**src/rtl/serial_frame_deserializer.sv**
```systemverilog
// serial_frame_deserializer
//
// Receives a serial stream with one bit per clock and returns each frame as a
// parallel word. Frame layout: start bit (0), DATA_W data bits LSB-first, an
// optional even-parity bit, and a stop bit (1). The received word sits in a
// one-entry holding register with a valid/ready handshake.
//
// Parameters:
//   DATA_W     data bits per frame (2..32)
//   PARITY_EN  1 = an even-parity bit follows the data, 0 = no parity bit
//
// Ports:
//   clk         system clock, rising-edge sampling
//   rst         asynchronous reset, active-low
//   sin         serial line, idles high
//   ready       consumer takes dout when high together with dout_valid
//   dout        received word, LSB = first data bit
//   dout_valid  dout holds a word the consumer has not yet taken
//   par_err     parity status of the word in dout
//   frame_err   one-cycle pulse after a stop bit sampled as 0
//   overrun     one-cycle pulse after a good word was dropped (holder full)
//   busy        high whenever the receiver is inside a frame
module serial_frame_deserializer #(
  parameter int DATA_W    = 8,
  parameter int PARITY_EN = 1
) (
  input  logic              clk,
  input  logic              rst,
  input  logic              sin,
  input  logic              ready,
  output logic [DATA_W-1:0] dout,
  output logic              dout_valid,
  output logic              par_err,
  output logic              frame_err,
  output logic              overrun,
  output logic              busy
);

  localparam int CNT_W = (DATA_W > 1) ? $clog2(DATA_W) : 1;
  localparam logic [CNT_W-1:0] CNT_LAST = CNT_W'(DATA_W - 1);

  typedef enum logic [1:0] {
    IDLE   = 2'd0,
    DATA   = 2'd1,
    PARITY = 2'd2,
    STOP   = 2'd3
  } state_t;

  state_t            state;
  state_t            state_nxt;
  logic [CNT_W-1:0]  cnt;
  logic [DATA_W-1:0] sr;
  logic              pbit;

  logic              free;
  logic              word_ok;
  logic              load;
  logic              drop;
  logic              stop_bad;

  // Even parity: data plus parity bit must hold an even number of ones.
  function automatic logic parity_err(input logic [DATA_W-1:0] word,
                                      input logic              pb);
    if (PARITY_EN != 0) begin
      return (^word) ^ pb;
    end
    return 1'b0;
  endfunction

  always_ff @(posedge clk or negedge rst) begin
    if (!rst) begin
      state <= IDLE;
    end else begin
      state <= state_nxt;
    end
  end

  always_comb begin
    state_nxt = state;
    free      = 1'b0;
    word_ok   = 1'b0;
    load      = 1'b0;
    drop      = 1'b0;
    stop_bad  = 1'b0;

    case (state)
      IDLE: begin
        if (!sin) begin
          state_nxt = DATA;
        end
      end
      DATA: begin
        if (cnt == CNT_LAST) begin
          state_nxt = (PARITY_EN != 0) ? PARITY : STOP;
        end
      end
      PARITY: begin
        state_nxt = STOP;
      end
      STOP: begin
        state_nxt = IDLE;
      end
      default: begin
        state_nxt = IDLE;
      end
    endcase

    // The holder can take a new word if it is empty or being drained this
    // same cycle; otherwise a completed word is lost and flagged.
    free     = !dout_valid || ready;
    word_ok  = (state == STOP) && sin;
    stop_bad = (state == STOP) && !sin;
    load     = word_ok && free;
    drop     = word_ok && !free;
  end

  always_ff @(posedge clk or negedge rst) begin
    if (!rst) begin
      cnt        <= '0;
      sr         <= '0;
      pbit       <= 1'b0;
      dout       <= '0;
      dout_valid <= 1'b0;
      par_err    <= 1'b0;
      frame_err  <= 1'b0;
      overrun    <= 1'b0;
    end else begin
      frame_err <= stop_bad;
      overrun   <= drop;

      case (state)
        IDLE: begin
          cnt <= '0;
        end
        DATA: begin
          sr  <= {sin, sr[DATA_W-1:1]};
          cnt <= cnt + 1'b1;
        end
        PARITY: begin
          pbit <= sin;
        end
        default: begin
        end
      endcase

      // A load wins over a plain accept, so a word arriving while the old
      // one is taken keeps dout_valid high without a bubble.
      if (load) begin
        dout       <= sr;
        par_err    <= parity_err(sr, pbit);
        dout_valid <= 1'b1;
      end else if (dout_valid && ready) begin
        dout_valid <= 1'b0;
      end
    end
  end

  assign busy = (state != IDLE);

endmodule
```
**config.mk**
```make
export PLATFORM = sky130hd
export DESIGN_NAME = serial_frame_deserializer
export DESIGN_NICKNAME = d
export VERILOG_FILES = /design/src/rtl/serial_frame_deserializer.sv
export SDC_FILE = /design/constraint.sdc
export NUM_CORES = 1
export LEC_CHECK = 0
export BUFFER_PORTS_ARGS = -buffer_cell sky130_fd_sc_hd__buf_2
export CAP_MARGIN = 20
export CORE_UTILIZATION = 49
export CTS_CLUSTER_DIAMETER = 200
export CTS_CLUSTER_SIZE = 40
export DETAILED_ROUTE_END_ITERATION = 10
export PLACE_DENSITY = 0.81
export SLEW_MARGIN = 20
export SYNTH_ARGS = -nofsm -noshare
export SYNTH_HDL_FRONTEND = slang
export SYNTH_SLANG_ARGS = --single-unit
```
**constraint.sdc**
```tcl
create_clock -name clk -period 1.5 [get_ports clk]
set_input_delay 0.075 -clock clk [delete_from_list [all_inputs] [get_ports clk]]
set_output_delay 0.075 -clock clk [all_outputs]
set_load 0.005 [all_outputs]
```
==> flow_summary_export.csv, run 1 <==
group,metric,value,unit
run_status,status,"finished clean",
route,drt-wirelength-per-cell,13.7,um
clock_network,cts.path.max_buffers,2,
power,total_power,3410,uW
clock_network,cts.htree.levels,1,
grt,grt_use_total,17.5,%
sta,slew_headroom,62.8,%
route,wirelength,1.84,mm
sta,setup_viol,0,
finish,drive_gt1_share,50.5,%
critical_path,worstSetupEndpointType,"flop",
critical_path,cp-start-kind,"flop",
grt,antenna_found_initial,0,
power,seqPwrFrac,37.1,%
route,drt_iter0_drc,8,
logic_synthesis,yosys_register_bits,26,
die,chipHeight,49.8,um
logic_synthesis,ys_top_cells_by_area,"dfrtp_1 58%, mux2_2 18%, ha_1 6.7%",
finish,fin_util,68.4,%
run,drv_cap,0,
placed_design,routabilityCongestion,0.754,
route,vias,681,
power,intPower,2370,uW
power,leakagePower,0.000690,uW
logic_synthesis,yosysWarnings,0,
die,num_rows,16,
sta,fmax,676,MHz
route,vias_per_cell,5.08,
power,p_sw_share,30.5,%
critical_path,cp.arrival,1.71,ns
placed_design,portBuffers,16,
grt,grt_max_degree,27,
die,top_level_ports,17,
power,power_density,2420,nW/um^2
route,drt-pass1-iter-count,4,
finish,antenna-diode-count,0,
die,coreArea,2060,sq um
finish,areaGrowthSynthToFinish,25.9,%
sta,fin_worst_skew,0.00795,ns
sta,final-max-slew-violation-count,0,
logic_synthesis,synth_cell_types,18,
route,drc,0,
route,ant_nets,0,
worst_hold_path,min_path_type,"input pin to flop",
finish,finalNonFillerCells,134,
clock_network,clkSlewWorstSetupHoldPaths,0.14,ns
sta,hold_violations,0,
finish,n_fill_cell,141,
clock_network,cts_tree,"built",
sta,rsz0062_at_grt,"true",
finish,multi_input_area,467,sq um
logic_synthesis,syn-cell-area,1120,sq um
finish,seq_area,651,sq um
power,switching_power,1040,uW
placed_design,dpl.hpwl,1.19,mm
logic_synthesis,synth-seq-area-share,58.1,%
power,p_comb_share,48.9,%
clock_network,clkLatencyLatePin,0.32,ns
die,initial_core_util,54.3,%
power,vdd_drop_max,1.34,mV
die,dieArea,2480,sq um
sta,period_share,98.7,%
critical_path,cp_max_fo,2,
logic_synthesis,synth_area_leader_cell,"dfrtp_1",
logic_synthesis,netlist_instances,77,
power,clkPwrFrac,14.0,%
logic_synthesis,syn_nets,87,
die,die_width,49.8,um
clock_network,cts_buffers,3,
clock_network,cts_root_buf,"clkbuf_4",
logic_synthesis,synth_top_area_share,58.1,%
placed_design,dp.cells,122,
sta,tightest_slew,0.557,ns
grt,grt_pass1_wl,3.17,mm
sta,fin_crit,1.48,ns
grt,grt_pass1_vias,691,
finish,final_nets,118,
critical_path,worstSetupPathType,"flop to flop",
logic_synthesis,syn-mean-instance-area,14.5,sq um
grt,overflow,0,
sta,hold_ws,0.0359,ns
clock_network,clock_sinks,26,
critical_path,cp.required,1.73,ns
-- cells in the final DEF, fill, tap and decap left out --
| cell type | count |
|---|---|
| mux2_4 | 1 |
| xnor2_1 | 4 |
| mux2_2 | 18 |
| buf_4 | 7 |
| buf_2 | 16 |
| ha_1 | 3 |
| a21oi_1 | 1 |
| o21ai_0 | 1 |
| inv_1 | 3 |
| clkbuf_4 | 3 |
| ha_2 | 3 |
| xor2_1 | 1 |
| o32a_1 | 1 |
| xnor3_1 | 1 |
| xnor2_2 | 1 |
| dlygate4sd3_1 | 2 |
| bufinv_16 | 1 |
| nor2_1 | 2 |
| a22o_1 | 2 |
| nor2b_2 | 1 |
| buf_12 | 1 |
| buf_6 | 2 |
| nand2_1 | 3 |
| nor2b_1 | 2 |
| nand2b_1 | 1 |
| dfrtp_1 | 26 |
-- final timing paths --
check | startpoint | endpoint | slack (ns) | cells past startpoint
worst min-delay path | ready | overrun | 0.04 | 3
worst max register to register | sr[2] | par_err | 0.02 | 4
worst max-delay path | sr[2] | par_err | 0.02 | 4
max in group asynchronous | rst | dout[4] | 0.88 | 2
min in group asynchronous | rst | pbit | 0.25 | 2
worst min register to register | dout[2] | dout[2] | 0.52 | 1
-- power groups by stage --
stage	sequential [uW]	clock (uW)	combinational (uW)
after floorplan	1250	0	1070
after global placement	1250	0	1460
after detailed placement	1270	0	1500
after CTS	1260	485	1570
after global routing	1320	522	1840
final	1260	476	1670
-- metal layers --
metal / wire [um] / up-vias / GRT usage [%]
met5: 0 / - / 0
met4: 15 / 0 / 5.71
met3: 51 / 2 / 3.70
met2: 870 / 14 / 27.9
met1: 899 / 340 / 23.8
li1: - / 325 / -
-- stage by stage --
step	area, sq um	TNS, ns	setup WS, ns
2_1_floorplan	1120	0	0.0498
3_3_place_gp	1270	0	0.0621
3_5_place_dp	1270	0	0.00966
4_1_cts	1360	0	0.00198
5_1_grt	1410	-0.293	-0.0490
6_report	1410	0	0.0199
-- state kept, by name, indices dropped and copies added, names as in the netlist --
signal      cells
dout_valid      1
dout            8
state           2
sr              8
par_err         1
frame_err       1
cnt             3
overrun         1
pbit            1
-- synthesized netlist by cell type --
| master | number |
|---|---|
| dfrtp_1 | 26 |
| mux2_2 | 18 |
| ha_1 | 6 |
| xnor2_1 | 5 |
| inv_1 | 3 |
| nand2_1 | 3 |
| nor2b_1 | 3 |
| a22o_1 | 2 |
| nor2_1 | 2 |
| a21oi_1 | 1 |
| buf_1 | 1 |
| buf_2 | 1 |
| mux2_4 | 1 |
| nand2b_1 | 1 |
| o21ai_0 | 1 |
| o32a_1 | 1 |
| xnor3_1 | 1 |
| xor2_1 | 1 |
-- worst max-delay path, cell delays in order (launching register included) --
cell and delay, ns:
dfrtp_1 0.43, xnor2_1 0.16, xnor3_1 0.41, xnor2_1 0.13, mux2_4 0.25
-- kinds of logic (layout without fill, tap and decap cells) --
kind of cell	after synthesis	count (layout)	synth area share (%)
and+or+nand+nor	9	9	3.91
xor gates and xnor gates	7	7	6.70
AOI/OAI and AO/OA	5	5	3.35
muxes	19	19	19.4
DFF	26	26	58.1
adders and majority gates	6	6	6.70
buffers and inverters	5	35	1.79
-- layout make-up --
type | instances | share of cell area [%]
well taps | 27 | 2.40
flip-flops and latches | 26 | 46.1
clock buffers | 3 | 1.60
inverters | 3 | 0.799
multi-input cells | 46 | 33.1
clock inverters | 1 | 2.13
repair buffers | 28 | 13.8
-- repair_timing --
| item | in CTS | in global routing |
|---|---|---|
| endpoints found under the hold margin | 27 | 0 |
| setup buffers | 2 | 3 |
| endpoints found under the setup margin | 1 | 15 |
| gates resized for setup | 0 | 8 |
| hold buffers | 2 | 0 |
| gates cloned | 0 | 1 |
(Power assumes the default switching activity.)
==> run 2, diff against run 1 <==
--- a/config.mk
+++ b/config.mk
@@ -7,11 +7,13 @@
 export LEC_CHECK = 0
 export BUFFER_PORTS_ARGS = -buffer_cell sky130_fd_sc_hd__buf_2
 export CAP_MARGIN = 20
-export CORE_UTILIZATION = 49
+export CELL_PAD_IN_SITES_DETAIL_PLACEMENT = 1
+export CELL_PAD_IN_SITES_GLOBAL_PLACEMENT = 1
+export CORE_UTILIZATION = 40
 export CTS_CLUSTER_DIAMETER = 200
 export CTS_CLUSTER_SIZE = 40
 export DETAILED_ROUTE_END_ITERATION = 10
-export PLACE_DENSITY = 0.81
+export PLACE_DENSITY = 0.8
 export SLEW_MARGIN = 20
 export SYNTH_ARGS = -nofsm -noshare
 export SYNTH_HDL_FRONTEND = slang
==> flow_summary_export.csv, run 2 (synthesized netlist as in run 1, its figures left out) <==
group,metric,value,unit
critical_path,cp_max_fo,2,
grt,grt_use_total,15.6,%
run_status,violations,"setup timing",
critical_path,critPathTopFamily,"XOR/XNOR gates",
die,dieArea,3020,sq um
sta,final-max-slew-violation-count,0,
critical_path,critPathBufInv,0,
route,vias_per_cell,4.93,
route,dr_wl_met3,64,um
clock_network,clock_sinks,26,
finish,largestRegisters,"dout: 8 flops, sr: 8 flops, cnt: 3 flops",
sta,fin_crit,1.51,ns
placed_design,dp.cells,125,
route,drt-pass1-iter-count,3,
clock_network,cts_buffers,3,
sta,hold_ws,0.0450,ns
sta,fmax,661,MHz
sta,fin_worst_skew,0.0193,ns
route,vias,665,
critical_path,ff2ff_path_depth,4,
run,drv_cap,0,
route,top_layer_used,"met4",
run_status,status,"complete, but fails checks",
finish,fin_area,1400,sq um
placed_design,portBuffers,16,
power,vdd_drop_max,1.20,mV
die,initial_core_util,43.6,%
sta,slew_headroom,61.3,%
sta,setup_viol,1,
route,drc,0,
finish,final_common_cell,"dfrtp_1",
grt,grt_max_degree,27,
route,drt_iter0_drc,2,
critical_path,cp.arrival,1.75,ns
power,leakagePower,0.000687,uW
route,drt-wirelength-per-cell,15.1,um
die,die_width,54.9,um
finish,areaGrowthSynthToFinish,25.4,%
die,num_rows,18,
critical_path,cp-start-kind,"flop",
finish,final_nets,116,
clock_network,cts.htree.levels,1,
clock_network,cts_tree,"built",
sta,period_share,101,%
sta,tightest_slew,0.581,ns
worst_hold_path,min_path_type,"input pin to flop",
sta,hold_violations,0,
placed_design,dpl.hpwl,1.33,mm
clock_network,clkSlewWorstSetupHoldPaths,0.15,ns
critical_path,crit_top_cell,"xnor2_1",
clock_network,cts.path.max_buffers,2,
grt,grt_pass1_vias,657,
route,wirelength,2.04,mm
finish,finalNonFillerCells,135,
critical_path,worstSetupPathType,"flop to flop",
clock_network,clkLatencyLatePin,0.33,ns
finish,antenna-diode-count,0,
grt,antenna_found_initial,0,
placed_design,routabilityCongestion,0.690,
critical_path,worstSetupEndpointType,"flop",
route,m1WireLength,988,um
sta,rsz0062_at_grt,"true",
finish,layout_common_cells,"26 x dfrtp_1, 18 x mux2_2, 16 x buf_2",
critical_path,path_cells,"xnor2_1 -> xnor3_1 -> xnor2_1 -> mux2_4",
die,top_level_ports,17,
route,ant_nets,0,
route,wl_met2,973,um
critical_path,path_depth,4,
power,power_density,2470,nW/um^2
sta,worst_slack,-0.0128,ns
clock_network,cts_root_buf,"clkbuf_4",
sta,setup_tns,-0.0128,ns
critical_path,cpPeakStageDelay,0.43,ns
die,chipHeight,54.9,um
placed_design,dpl_cell_area,1270,sq um
worst_hold_path,hold_depth,3,
finish,drive_gt1_share,50.5,%
critical_path,crit_path_top_delay_cell,"xnor3_1",
critical_path,cp.required,1.73,ns
grt,grt_pass1_wl,3.21,mm
die,coreArea,2570,sq um
grt,overflow,0,
## run 2: final timing paths
| kind | slack (ns) | startpoint | end |
|---|---|---|---|
| max in group asynchronous | 0.85 | rst | cnt[0] |
| worst min-delay path | 0.05 | ready | overrun |
| min in group asynchronous | 0.26 | rst | sr[6] |
| worst max register to register | -0.01 | sr[5] | par_err |
| worst min register to register | 0.52 | dout[5] | dout[5] |
| worst max-delay path | -0.01 | sr[5] | par_err |
## run 2: where the power goes
part | total [uW] | switching (uW) | internal [uW] | leakage (uW)
sequential | 1250 | 227 | 1030 | 0.000320
combinational | 1730 | 670 | 1060 | 0.000339
clock | 479 | 209 | 270 | 0.0000279
## run 2: worst min-delay path: cells and delay by family
kind	cells	cell delay [ns]
simple gates	2	0.18
buf+inv	1	0.07
## run 2: layout make-up
class / instances / area [sq um]
sequential: 26 / 651
tap: 30 / 37.5
timing repair buffer: 26 / 176
inverter: 3 / 11.3
clock inverter: 1 / 30.0
fill: 264 / 1160
clock buffer: 3 / 22.5
multi-input combinational: 46 / 475
## run 2: repair_timing
item                                    in CTS  in global routing
buffers inserted                             2                  1
cloned                                       0                  1
hold buffers                                 2                  0
hold endpoints to repair                    27                  0
endpoints found under the setup margin       1                 11
pin swaps                                    1                  2
gates resized for setup                      1                  7
## run 2: per-stage QoR
stage / utilization [%] / total power, uW / worst slack (ns)
2_1_floorplan: - / 2320 / 0.0498
3_3_place_gp: 49.5 / 2720 / 0.0623
3_5_place_dp: 49.5 / 2830 / -0.00996
4_1_cts: 53.2 / 3390 / -0.0224
5_1_grt: 54.7 / 3720 / -0.0439
6_report: 54.7 / 3470 / -0.0128
## run 2: layer usage
layer	vias to the layer above	global-route usage (%)
met5	-	0
met4	0	5.00
met3	2	2.46
met2	14	25.7
met1	332	21.0
li1	317	-
==> run 3, diff against run 2 <==
--- a/config.mk
+++ b/config.mk
@@ -14,6 +14,7 @@
 export CTS_CLUSTER_SIZE = 40
 export DETAILED_ROUTE_END_ITERATION = 10
 export PLACE_DENSITY = 0.8
+export REMOVE_ABC_BUFFERS = 1
 export SLEW_MARGIN = 20
 export SYNTH_ARGS = -nofsm -noshare
 export SYNTH_HDL_FRONTEND = slang
==> flow_summary_export.csv, run 3 (synthesized netlist as in run 1, its figures left out) <==
group,metric,value,unit
run_status,status,"finished clean",
critical_path,cp_max_fo,2,
finish,final_common_cell,"dfrtp_1",
sta,period_share,98.7,%
power,vdd_drop_max,1.15,mV
die,initial_core_util,43.6,%
sta,hold_violations,0,
grt,busiest_layer,"met2",
worst_hold_path,min_from,"ready",
die,top_level_ports,17,
critical_path,r2r-start,"sr[2]",
power,total_power,3360,uW
finish,areaGrowthSynthToFinish,22.2,%
route,drc,0,
power,p_comb_share,48.0,%
route,ant_nets,0,
clock_network,cts_tree,"built",
critical_path,cp.required,1.73,ns
critical_path,critPathTopFamily,"XOR/XNOR gates",
finish,drive_gt1_share,46.1,%
clock_network,clkLatencyLatePin,0.32,ns
route,vias,669,
power,switching_power,1070,uW
sta,fin_crit,1.48,ns
clock_network,cts_buffers,3,
worst_hold_path,min_path_type,"input pin to flop",
critical_path,crit_path_top_delay_cell,"dfrtp_1",
finish,antenna-diode-count,0,
grt,overflow,0,
die,coreArea,2570,sq um
sta,hold_ws,0.0233,ns
sta,fin_worst_skew,0.00968,ns
critical_path,crit_path_start,"sr[2]",
critical_path,path_cells,"xnor2_1 -> xnor3_1 -> xnor2_1 -> mux2_4",
grt,grt_use_total,17.1,%
sta,slew_headroom,62.9,%
power,seqPwrFrac,37.8,%
finish,fin_util,53.3,%
clock_network,clkSlewWorstSetupHoldPaths,0.14,ns
route,drt-pass1-iter-count,3,
die,chipHeight,54.9,um
route,vias_per_cell,5.07,
critical_path,cp.arrival,1.71,ns
placed_design,dp.cells,125,
route,wirelength,2.13,mm
grt,grt_pass1_wl,3.43,mm
die,num_rows,18,
clock_network,clock_sinks,26,
clock_network,cts_root_buf,"clkbuf_4",
critical_path,worstSetupEndpointType,"flop",
power,p_sw_share,31.8,%
grt,antenna_found_initial,0,
grt,use_met3,2.46,%
die,dieArea,3020,sq um
placed_design,routabilityCongestion,0.732,
power,leakagePower,0.000668,uW
critical_path,critPathBufInv,0,
critical_path,worstSetupPathType,"flop to flop",
critical_path,crit_top_cell,"xnor2_1",
clock_network,cts.htree.levels,1,
die,die_width,54.9,um
placed_design,dpl.hpwl,1.44,mm
power,clkPwrFrac,14.2,%
clock_network,cts.path.max_buffers,2,
finish,final_nets,113,
run,drv_cap,0,
sta,tightest_slew,0.557,ns
route,drt-wirelength-per-cell,16.2,um
placed_design,portBuffers,16,
finish,finalNonFillerCells,132,
sta,setup_viol,0,
route,drt_iter0_drc,1,
grt,grt_max_degree,27,
grt,met1_usage,21.3,%
power,intPower,2290,uW
critical_path,cp-start-kind,"flop",
sta,final-max-slew-violation-count,0,
finish,layout_common_cells,"26 x dfrtp_1, 18 x mux2_2, 16 x buf_2",
finish,largestRegisters,"dout: 8 flops, sr: 8 flops, cnt: 3 flops",
grt,gr-usage-met2,29.1,%
critical_path,cpPeakStageDelay,0.42,ns
power,power_density,2460,nW/um^2
sta,fmax,675,MHz
sta,rsz0062_at_grt,"true",
grt,grt_pass1_vias,721,
run 3: area by class of cell:
| cell class | count | area (sq um) |
|---|---|---|
| fillers | 266 | 1200 |
| flip-flops and latches | 26 | 651 |
| multi-input cells | 46 | 463 |
| repair buffers | 23 | 154 |
| well taps | 30 | 37.5 |
| clock inverters | 1 | 30.0 |
| clock buffers | 3 | 22.5 |
| inverters | 3 | 11.3 |
run 3: metrics by stage:
stage | TNS (ns) | setup WS (ns) | cell area (sq um)
after floorplan | -0.741 | -0.0880 | 1110
after global placement | 0 | 0.0533 | 1270
after detailed placement | -0.0195 | -0.0195 | 1270
after CTS | 0 | 0.00117 | 1360
after global routing | -0.317 | -0.0420 | 1370
final | 0 | 0.0193 | 1370
run 3: power groups by stage:
stage	Clock (uW)	Combinational, uW	Sequential [uW]
final	477	1610	1270
after global placement	0	1470	1260
after detailed placement	0	1530	1300
after floorplan	0	1060	1250
after global routing	520	1780	1330
after CTS	486	1620	1280
run 3: what timing repair did:
item                                    4_1_cts  5_1_grt
endpoints found under the setup margin        1       10
hold buffers                                  2        0
buffers inserted                              1        0
resized for setup                             1        3
hold endpoints to repair                     27        0
run 3: final timing paths:
kind	endpoint	depth (start not counted)	slack, ns
worst max-delay path	par_err	4	0.02
max in group asynchronous	dout[7]	2	0.86
worst max register to register	par_err	4	0.02
worst min register to register	cnt[1]	1	0.53
min in group asynchronous	dout_valid	2	0.26
worst min-delay path	dout_valid	3	0.02
run 3: layer usage:
layer  up-vias  part of all wire, %
met4         0                 0.89
met2        12                   54
met5         -                    0
met1       340                   42
met3         2                  2.6
li1        315                    -
run 3: worst reg2reg max path: cells and delay by family (launching register included):
family / cells / cell delay [ns]
muxes: 1 / 0.26
DFF: 1 / 0.42
xor gates and xnor gates: 3 / 0.71
